<file path="src/rtl/lc3_writeback_rf.sv">
// LC-3 writeback stage: source mux, 8x16 register file and NZP condition-code register.
// Optional same-cycle write-to-read forwarding is compiled in with `define LC3_WB_BYPASS_EN.
module lc3_writeback_rf #(
    parameter int DATA_W   = 16,
    parameter int NUM_REGS = 8,
    localparam int IDX_W   = $clog2(NUM_REGS)
) (
    input  logic              clock,
    input  logic              reset,
    input  logic              enable_writeback,
    input  logic [1:0]        W_Control,
    input  logic [DATA_W-1:0] aluout,
    input  logic [DATA_W-1:0] pcout,
    input  logic [DATA_W-1:0] npc,
    input  logic [DATA_W-1:0] memout,
    input  logic [IDX_W-1:0]  dr,
    input  logic [IDX_W-1:0]  sr1,
    input  logic [IDX_W-1:0]  sr2,
    output logic [DATA_W-1:0] vsr1,
    output logic [DATA_W-1:0] vsr2,
    output logic [2:0]        psr
);

    logic [DATA_W-1:0] r_rf [NUM_REGS];
    logic [2:0]        r_psr;
    logic [DATA_W-1:0] w_wdata;

    function automatic logic [2:0] f_nzp(input logic [DATA_W-1:0] v);
        if (v[DATA_W-1])
            return 3'b100;
        else if (v == '0)
            return 3'b010;
        else
            return 3'b001;
    endfunction

    always_comb begin
        case (W_Control)
            2'd0:    w_wdata = aluout;
            2'd1:    w_wdata = pcout;
            2'd2:    w_wdata = npc;
            default: w_wdata = memout;
        endcase
    end

    always_ff @(posedge clock or negedge reset) begin
        if (!reset) begin
            for (int i = 0; i < NUM_REGS; i++)
                r_rf[i] <= '0;
            r_psr <= 3'b000;
        end else if (enable_writeback) begin
            r_rf[dr] <= w_wdata;
            r_psr    <= f_nzp(w_wdata);
        end
    end

    assign psr = r_psr;

`ifdef LC3_WB_BYPASS_EN
    // Forwarding is suppressed during reset so the outputs read zero while it is held.
    always_comb begin
        vsr1 = r_rf[sr1];
        vsr2 = r_rf[sr2];
        if (reset && enable_writeback && (sr1 == dr))
            vsr1 = w_wdata;
        if (reset && enable_writeback && (sr2 == dr))
            vsr2 = w_wdata;
    end
`else
    assign vsr1 = r_rf[sr1];
    assign vsr2 = r_rf[sr2];
`endif

endmodule

</file>
<file path="config.mk">
export PLATFORM = sky130hd
export DESIGN_NAME = lc3_writeback_rf
export DESIGN_NICKNAME = d
export VERILOG_FILES = /design/src/rtl/lc3_writeback_rf.sv
export SDC_FILE = /design/constraint.sdc
export NUM_CORES = 1
export LEC_CHECK = 0
export CORE_AREA = 2 2 118 120
export CTS_BUF_LIST = sky130_fd_sc_hd__clkbuf_16
export CTS_CLUSTER_DIAMETER = 30
export DETAILED_ROUTE_END_ITERATION = 16
export DIE_AREA = 0 0 120 122
export PLACE_DENSITY = 0.8
export SETUP_SLACK_MARGIN = 0.05
export SYNTH_ARGS = -nofsm -noshare
export SYNTH_HDL_FRONTEND = slang
export SYNTH_SLANG_ARGS = --single-unit
</file>
<file path="constraint.sdc">
create_clock -name clock -period 2.4 [get_ports clock]
set_input_delay 0.36 -clock clock [delete_from_list [all_inputs] [get_ports clock]]
set_output_delay 0.36 -clock clock [all_outputs]
set_load 0.01 [all_outputs]
</file>
==> reports/metrics.csv <==
metric,value,unit
required,2.70,ns
run_status,completed,
rr_worst_depth,2,
max_cap_viol_count,0,
synthAdderAreaFrac,0,%
worstPathMaxFanout,7,
clock-root-buffer,sky130_fd_sc_hd__clkbuf_16,
io_pins,113,
setup.worst_path.end_class,flip-flop,
global_route.usage.total,28.3,%
number_of_h_tree_levels,4,
static-leakage-power,3.92,nW
std_cell_rows,43,
synthesis.area,7240,µm²
antenna_violating_nets_post_route,0,
rsz0062_at_grt,false,
grt_overflow_total,0,
worst_slew_pin_slew,0.599,ns
clock_latency_reported_for_the_late_side_of_the_worst_skew_pair,0.41,ns
clkSinkCount,131,
layout-area-overhead-vs-synth,31.7,%
remaining_design_rule_violation_count,0,
hold_ws,0.503,ns
total_power,7.84,mW
worstSetupPathType,in -> reg,
min_path_type,in -> async,
routed_wl,19.4,mm
synth_top_family_by_area,multiplexers,
synth-warning-count,0,
critical_path.reg2reg.endpoint,psr[0]$_DFFE_PN0P_,
first_global_vias,5359,
clock-skew-final,0,ns
initialDrtViolationCount,303,
start_util,53.6,%
finalNetCount,657,
cts-buffers-inserted,17,
dpl_cell_area,8940,µm²
cp.arrival,2.61,ns
synthesis.instances,433,
pin_count_of_the_biggest_net_entering_global_routing,46,
wire_length_of_the_first_global_routing_pass,30.2,mm
insertedDiodeCount,0,
cts.clk_slew.worst_paths,0.06,ns
synth_simple_gate_area_share,2.07,%
synth_cell_type_count,24,
final_layout_size_suffix_gt1_share,53.7,%
min_period,2.31,ns
synth_mux_area_share,49.8,%
tritoncts,done,
maxSlewViolCount,0,
synth_sequential_area_ratio,45.3,%
avgRoutedWirePerCell,25.2,µm
gpl.final_weighted_congestion,0.811,
timing.reg2reg.setup_slack,1.59,ns
synth.net_count,511,
fin_area,9530,µm²
die-area,14600,µm²
mostFrequentLayoutCells,"157 x sky130_fd_sc_hd__mux2_2, 131 x sky130_fd_sc_hd__dfrtp_1, 79 x sky130_fd_sc_hd__mux4_2, 75 x sky130_fd_sc_hd__clkdlybuf4s50_1, 32 x sky130_fd_sc_hd__dlygate4sd2_1",
post_synth_xor_area_fraction,0,%
timing.final.hold_violations,0,
flip_flop_and_latch_count_after_synthesis,131,
start_kind,input port,
postCtsSetupRepairBufs,0,
layout.cells.most_common,sky130_fd_sc_hd__mux2_2,
worstSetupEndpoint,psr[0]$_DFFE_PN0P_,
critical_path.reg2reg.startpoint,psr[0]$_DFFE_PN0P_,
grt_antenna_before_repair,0,
hpwlAfterDp,12.5,mm
achievable-frequency,433,MHz
timing.final.setup_violations,0,
die_height,122,µm
final_min_period_over_clock_period,96.1,%
syn-mean-instance-area,16.7,µm²
synthesized_area_fraction_occupied_by_ao_oa_aoi_and_oai_cells,0.484,%
slew_headroom,60.0,%
ctsLongestPathBuffers,2,
ir_drop,0.578,mV
n_fill_cell,900,
critical_path.startpoint,W_Control[0],
drt_pass1_iterations,4,
fp.coreArea,13500,µm²
placement.io_buffers,112,
power_density,823,nW/µm²
dieWidth,120,µm
route.vias.total,4843,
avgViaCountPerCell,6.29,
==> what timing repair did <==
item / CTS / global route
hold endpoints to repair: 42 / 0
pin swaps: 0 / 1
gates cloned: 2 / 0
gates resized for setup: 40 / 2
hold buffers: 1 / 0
setup endpoints to repair: 34 / 2
==> logic make-up after synthesis <==
logic type	Yosys count
flip-flops	131
AO/OA/AOI/OAI	6
buffers and inverters	35
multiplexers	240
AND/OR/NAND/NOR	21
==> flip-flops by register name, indices dropped and copies added (netlist names) <==
register,count
psr,3
r_rf,128
==> report_power, final <==
group          internal (mW)  switching (mW)
combinational           1.48           0.793
sequential              2.79           0.424
clock                   1.48           0.877
total                   5.75            2.09
==> critical path, stage by stage <==
cell                              delay (ns)
sky130_fd_sc_hd__clkdlybuf4s50_1        0.50
sky130_fd_sc_hd__buf_6                  0.17
sky130_fd_sc_hd__mux4_2                 0.59
sky130_fd_sc_hd__nor4_4                 0.43
sky130_fd_sc_hd__buf_4                  0.17
sky130_fd_sc_hd__nand4_1                0.12
sky130_fd_sc_hd__a31o_1                 0.26
==> metal layers <==
metal	routed length (µm)	GRT usage, %	share of wire (%)
met1	7660	35.7	39
met2	10100	47.7	52
met3	979	5.24	5.0
met4	678	13.7	3.5
met5	0	0	0
==> how the worst min path moves through the flow <==
stage                              start               endpoint  slack, ns  cells past startpoint
floorplan                          reset     psr[0]$_DFFE_PN0P_       0.06                      0
global placement                   reset   r_rf[24]$_DFFE_PN0P_       0.40                      1
detailed placement                 reset   r_rf[24]$_DFFE_PN0P_       0.40                      1
CTS                                reset  r_rf[120]$_DFFE_PN0P_       0.51                      2
global route        r_rf[73]$_DFFE_PN0P_   r_rf[73]$_DFFE_PN0P_       0.53                      1
finish                             reset   r_rf[24]$_DFFE_PN0P_       0.50                      2
==> stage by stage <==
stage | std cells | setup slack [ns] | TNS, ns | util [%]
after floorplan | 433 | 0.350 | 0 | -
after global placement | 737 | -0.454 | -6.12 | 66.2
after detailed placement | 737 | -0.514 | -6.71 | 66.2
after CTS | 770 | 0.0814 | 0 | 70.5
after global routing | 770 | 0.0165 | 0 | 70.6
final | 770 | 0.0930 | 0 | 70.6
==> synthesized netlist by cell type (all sizes together) <==
cell type / n / area share [%]
mux2: 158 / 25
dfrtp: 131 / 45
mux4: 80 / 25
buf: 17 / 1.4
clkbuf: 17 / 0.88
nand2: 6 / 0.31
nor4: 4 / 0.43
o21ai: 4 / 0.28
nand4b: 3 / 0.36
mux2i: 2 / 0.28
nand4: 2 / 0.17
nor3: 2 / 0.28
nor3b: 2 / 0.35
a31o: 1 / 0.12
inv: 1 / 0.052
nand2b: 1 / 0.087
nor2b: 1 / 0.087
o22ai: 1 / 0.087
==> area by class of cell <==
cell class                      count  area [µm²]  area share (%)
Timing Repair Buffer              161        1690            17.7
Clock buffer                       17         425            4.46
Sequential cell                   131        3280            34.4
Multi-Input combinational cell    267        3800            39.9
Clock inverter                     13         105            1.10
Inverter                            1        3.75          0.0394
Tap cell                          180         225            2.36
Power figures use the tool's default switching activity.
